==> src/rtl/btn_req_latch4.sv <==
// Four-channel button conditioner: 2-flop sync, debounce, rise detect, sticky request latch.
// Latency: a held press shows on PULSE/REQ DB_CYCLES+2 edges after BTN is first captured.
// Backpressure: none; presses on an already-pending channel are absorbed until cleared by index.
module btn_req_latch4 #(
    parameter int DB_CYCLES = 8
) (
    input  logic       clk,
    input  logic       rst,
    input  logic [3:0] BTN,
    input  logic       CLR_EN,
    input  logic [1:0] CLR_IDX,
    output logic [3:0] REQ,
    output logic [3:0] PULSE,
    output logic       ANY
);
    localparam int               CNT_W    = $clog2(DB_CYCLES + 1);
    localparam logic [CNT_W-1:0] CNT_LAST = CNT_W'(DB_CYCLES - 1);

    logic [3:0]       s1;
    logic [3:0]       s2;
    logic [3:0]       stable;
    logic [CNT_W-1:0] cnt [4];
    logic [3:0]       flip;
    logic [3:0]       rise;

    // flip marks the DB_CYCLES-th consecutive disagreeing sample; only a flip to 1 is a press
    always_comb begin
        flip = '0;
        rise = '0;
        for (int i = 0; i < 4; i++) begin
            flip[i] = (s2[i] != stable[i]) && (cnt[i] == CNT_LAST);
            rise[i] = flip[i] && s2[i];
        end
    end

    always_ff @(posedge clk or posedge rst) begin
        if (rst) begin
            s1     <= '0;
            s2     <= '0;
            stable <= '0;
            PULSE  <= '0;
            REQ    <= '0;
            for (int i = 0; i < 4; i++) cnt[i] <= '0;
        end else begin
            s1    <= BTN;
            s2    <= s1;
            PULSE <= rise;
            for (int i = 0; i < 4; i++) begin
                if (s2[i] == stable[i]) begin
                    cnt[i] <= '0;
                end else if (flip[i]) begin
                    stable[i] <= s2[i];
                    cnt[i]    <= '0;
                end else begin
                    cnt[i] <= cnt[i] + 1'b1;
                end
                // a new press beats a same-edge clear so it is never lost
                if (rise[i]) begin
                    REQ[i] <= 1'b1;
                end else if (CLR_EN && (CLR_IDX == 2'(i))) begin
                    REQ[i] <= 1'b0;
                end
            end
        end
    end

    assign ANY = |REQ;

endmodule

==> config.mk <==
export PLATFORM = sky130hd
export DESIGN_NAME = btn_req_latch4
export DESIGN_NICKNAME = d
export VERILOG_FILES = /design/src/rtl/btn_req_latch4.sv
export SDC_FILE = /design/constraint.sdc
export NUM_CORES = 1
export LEC_CHECK = 0
export CELL_PAD_IN_SITES_DETAIL_PLACEMENT = 2
export CELL_PAD_IN_SITES_GLOBAL_PLACEMENT = 2
export CORE_AREA = 2 2 50 86
export DETAILED_ROUTE_END_ITERATION = 12
export DIE_AREA = 0 0 52 88
export PLACE_DENSITY = 0.83
export SLEW_MARGIN = 40
export SYNTH_ARGS = -nofsm -noshare
export SYNTH_HDL_FRONTEND = slang
export SYNTH_SLANG_ARGS = --single-unit
export TNS_END_PERCENT = 1
==> constraint.sdc <==
create_clock -name clk -period 1.6 [get_ports clk]
set_input_delay 0.24 -clock clk [delete_from_list [all_inputs] [get_ports clk]]
set_output_delay 0.24 -clock clk [all_outputs]
set_load 0.01 [all_outputs]
Word-level counts from Yosys, hierarchy flattened
Index checks and enable logic that the tools add are counted.
{ "word_totals": {"wordCells": 76, "regBits": 36} }
{ "op_classes": {"bitwise_logic": 4, "eq_ne": 15, "n_addsub": 4, "n_mux": 16, "reduce_logical": 22} }
{ "op_table": {"columns": ["operator", "n"], "rows": [
  ["$mux W4", 8],
  ["$add A4 B1 Y4 const B", 4],
  ["$eq A4 B3 Y1 const B", 4],
  ["$logic_and A1 B1 Y1", 12],
  ["$mux W1", 8],
  ["$reduce_and A2 Y1", 4],
  ["$reduce_bool A2 Y1", 4],
  ["$eq A1 B1 Y1", 4],
  ["$eq A2 B2 Y1 const B", 2],
  ["$ne A1 B1 Y1", 4],
  ["$not A1 Y1", 4],
  ["$reduce_or A4 Y1", 1],
  ["$eq A2 B1 Y1 const B", 1],
  ["$logic_not A2 Y1", 1]
]} }

Longest topological paths before layout
{ "depth": {"word_depth": 4, "mapped_depth": 4} }

Worst setup path after synthesis
Ideal clock, no wire load.
{ "synth_path": {"kind": "register -> output", "from": "reg REQ[1]", "to": "out ANY", "path_stages_with_launch": 2, "path_slack_ns": 0.379, "required_ns": 1.360, "arrival_ns": 0.981, "path_cell_list": "dfrtp_1 -> or4_1"} }
{ "synth_via": {"elab_chain_cells": 1} }
{ "synth_rtl": {"columns": ["item", "line_no", "rtl"], "rows": [
  ["start, declared", "12", "output logic [3:0] REQ,"],
  ["start signal, assigned", "42", "REQ <= '0;"],
  ["start signal, assigned by index", "59", "REQ[i] <= 1'b1;"],
  ["start signal, assigned by index", "61", "REQ[i] <= 1'b0;"],
  ["$reduce_or A4 Y1", "67", "assign ANY = |REQ;"],
  ["end, declared", "14", "output logic ANY"]
]} }
No other way between the ends.

Final worst setup path
Same ends and word-level chain as after synthesis.

==> flow_summary.toml <==
[pwr]
ir_worst_vdd_mv = 0.746
leakagePower_nw = 0.817
power_density_nw_per_um2 = 1380

[floorplan]
die_x_um = 52
floorplan.initialDensity = 0.357
die_h_um = 88
io_pins = 18
rows = 30
die_area_sq_um = 4580
core_sq_um = 3870

[yosys]
yosys_register_bits = 36
yosys_warnings = 0
synth_nets = 114
synth-xor-area-share = 0.0507
yosysSeqAreaShare = 0.652
netlist_instances = 101
synthMuxAreaShare = 0.0616
syn-cell-area_sq_um = 1380
synthSimpleGateAreaFrac = 0.177
synth_adder_area_share = 0.0362
avgSynthCellArea_sq_um = 13.7
synth_cell_type_count = 19
synth_top_family_by_area = "simple AND/OR/NAND/NOR gates"
synth_compound_area_frac = 0.0199

[layout]
antenna_cells = 0
nets = 141
areaGrowthSynthToFinish_pct = 23.6
layout-drive-gt1-share = 0.141

[timing]
grt_setup_unrepaired = "no"
finalHoldViolations = 0
setup-tns-final_ns = 0
finClkSkew_ns = 0.00359
relSlewSlack = 0.705
setup_violations = 0
post-route-period-util = 0.981
min_period_ns = 1.57
drv_slew = 0
max_freq_mhz = 637
tightest_slew_ns = 0.442
fin_hold_ws_ns = 0.349
worst_slack_ns = 0.0303

[global_routing]
track_usage = 0.149
grt_antenna_before_repair = 0
grt_max_degree = 37
grt_overflow = 0
grt_pass1_wl_um = 4820
grt_pass1_vias = 1021

[hold_path]
hp-class = "flop to flop"
whs_endpoint = "s2[2]"
worstHoldStart = "s1[2]"
whs_path_depth = 0

[place]
port_buffers = 17
gp_congestion = 0.646
pre_cts_slack_ns = -0.00319
dp_hpwl_um = 2010

[cts]
clkTransAtPathRegs_ns = 0.07
cts_buffers = 5
clk_latency_ns = 0.28
cts_setup_buffers = 0
root_buffer = "clkbuf_8"
cts.sink_count = 36
clock_path_buffers = 2
cts_tree = "yes"
htreeDepth = 2

[drt]
vias = 866
drt_first_pass_iters = 4
wl_per_cell_um = 15.5
drc = 0
post_drt_via_cell_ratio = 4.92
first_iter_violations = 11
wirelength_um = 2720
drt.antenna.violating_nets = 0

[worst_setup_path]
required_ns = 1.36
crit_slowest_cell = "or4_1"
worstPathArrival_ns = 1.33
cp_cell_sequence = "or4_1 -> buf_2"
rrSetupSlack_ns = 0.29
start_kind = "flop"
worstReg2RegEnd = "stable[0]"
end_kind = "output pin"
cp_max_fo = 2
critPathKind = "flop to output pin"
cpPeakStageDelay_ns = 0.51
r2r_start = "cnt[12]"
rr_worst_depth = 3

[run_status]
status = "complete, no violations"

[flow_run]
cap_violations = 0
layout make-up:
cell class                 count  area, sq um
clock inverter                 1         5.00
fill                         395         2160
inverter                       1         3.75
clock buffer                   6         72.6
multi-input combinational     64          477
sequential                    36          901
timing repair buffer          20          188
tap                           48         60.1
stage by stage:
step	utilization	total power, W	cells	area [sq um]
6_report	0.441	0.00236	176	1710
5_1_grt	0.441	0.00254	176	1710
4_1_cts	0.441	0.00241	176	1710
3_5_place_dp	0.423	0.00181	169	1630
3_3_place_gp	0.423	0.00172	169	1630
2_1_floorplan	-	0.00159	101	1380
Yosys cell counts:
| master | instances | area share |
|---|---|---|
| nor2b_1 | 4 | 0.018 |
| ha_1 | 4 | 0.036 |
| mux2i_1 | 4 | 0.029 |
| mux2_2 | 4 | 0.033 |
| nand3b_1 | 5 | 0.027 |
| nand2b_1 | 2 | 0.0091 |
| o21ai_0 | 1 | 0.0036 |
| nor3b_1 | 2 | 0.011 |
| inv_1 | 1 | 0.0027 |
| nand3_1 | 5 | 0.018 |
| a21o_1 | 3 | 0.016 |
| nand2_1 | 1 | 0.0027 |
| or3b_1 | 1 | 0.0063 |
| nor2_1 | 14 | 0.038 |
| xnor2_1 | 8 | 0.051 |
| and2_1 | 1 | 0.0045 |
| nor3b_2 | 4 | 0.036 |
| or4_1 | 1 | 0.0054 |
| dfrtp_1 | 36 | 0.65 |
worst max-delay path: cells and delay by family, from the launching register on:
kind                   cells  cell delay, ns
AND/OR/NAND/NOR            1            0.51
buffers and inverters      1            0.15
flip-flops                 1            0.39
worst max-delay path by stage:
stage          startpoint  endpoint  slack (ns)  depth (start not counted)
2_1_floorplan      REQ[1]       ANY        0.38                          1
3_3_place_gp       REQ[1]       ANY        0.02                          2
3_5_place_dp       REQ[1]       ANY      -0.003                          2
4_1_cts            REQ[1]       ANY        0.02                          2
5_1_grt            REQ[1]       ANY       0.002                          2
6_report           REQ[1]       ANY        0.03                          2
metal layers:
metal  global-route usage  wire length, um  vias up
li1                     -                -      390
met1                0.142              908      447
met2                0.277             1630       22
met3               0.0461              115        7
met4               0.0718               69        0
met5                    0                0        -
cell families after synthesis:
kind of cell,after synthesis
simple gates,40
fa+ha+maj,4
buf+inv,1
compound gates,4
mux,8
flops,36
xor+xnor,8
cells in the final DEF (no fill, tap or decap), types with 2 or more instances in the layout:
| cell | instances |
|---|---|
| mux2i_1 | 4 |
| nand3_1 | 5 |
| clkdlybuf4s50_1 | 16 |
| dfrtp_1 | 36 |
| a21o_1 | 3 |
| nor2b_1 | 4 |
| nand2b_1 | 2 |
| clkbuf_8 | 5 |
| nand3b_1 | 5 |
| nor2_1 | 14 |
| buf_4 | 3 |
| ha_1 | 4 |
| nor3b_1 | 2 |
| xnor2_1 | 8 |
| nor3b_2 | 4 |
| mux2_2 | 4 |
power by group:
| part | switching [W] | leakage (nW) | total, W | internal, W |
|---|---|---|---|---|
| Combinational | 0.000241 | 0.303 | 0.000520 | 0.000279 |
| Sequential | 0.000161 | 0.473 | 0.00126 | 0.00109 |
| Clock | 0.000292 | 0.0410 | 0.000588 | 0.000295 |
| Total | 0.000694 | 0.817 | 0.00236 | 0.00167 |
registers in the layout, summed over array words and instances (netlist names):
| register | cells |
|---|---|
| cnt | 16 |
| PULSE | 4 |
| REQ | 4 |
| s1 | 4 |
| s2 | 4 |
| stable | 4 |
repair_timing:
| item | CTS | global route |
|---|---|---|
| hold endpoints to repair | 0 | 0 |
| setup endpoints to repair | 1 | 0 |
| gates resized for setup | 4 | 0 |
| hold buffers | 0 | 0 |
(Power assumes the default switching activity.)
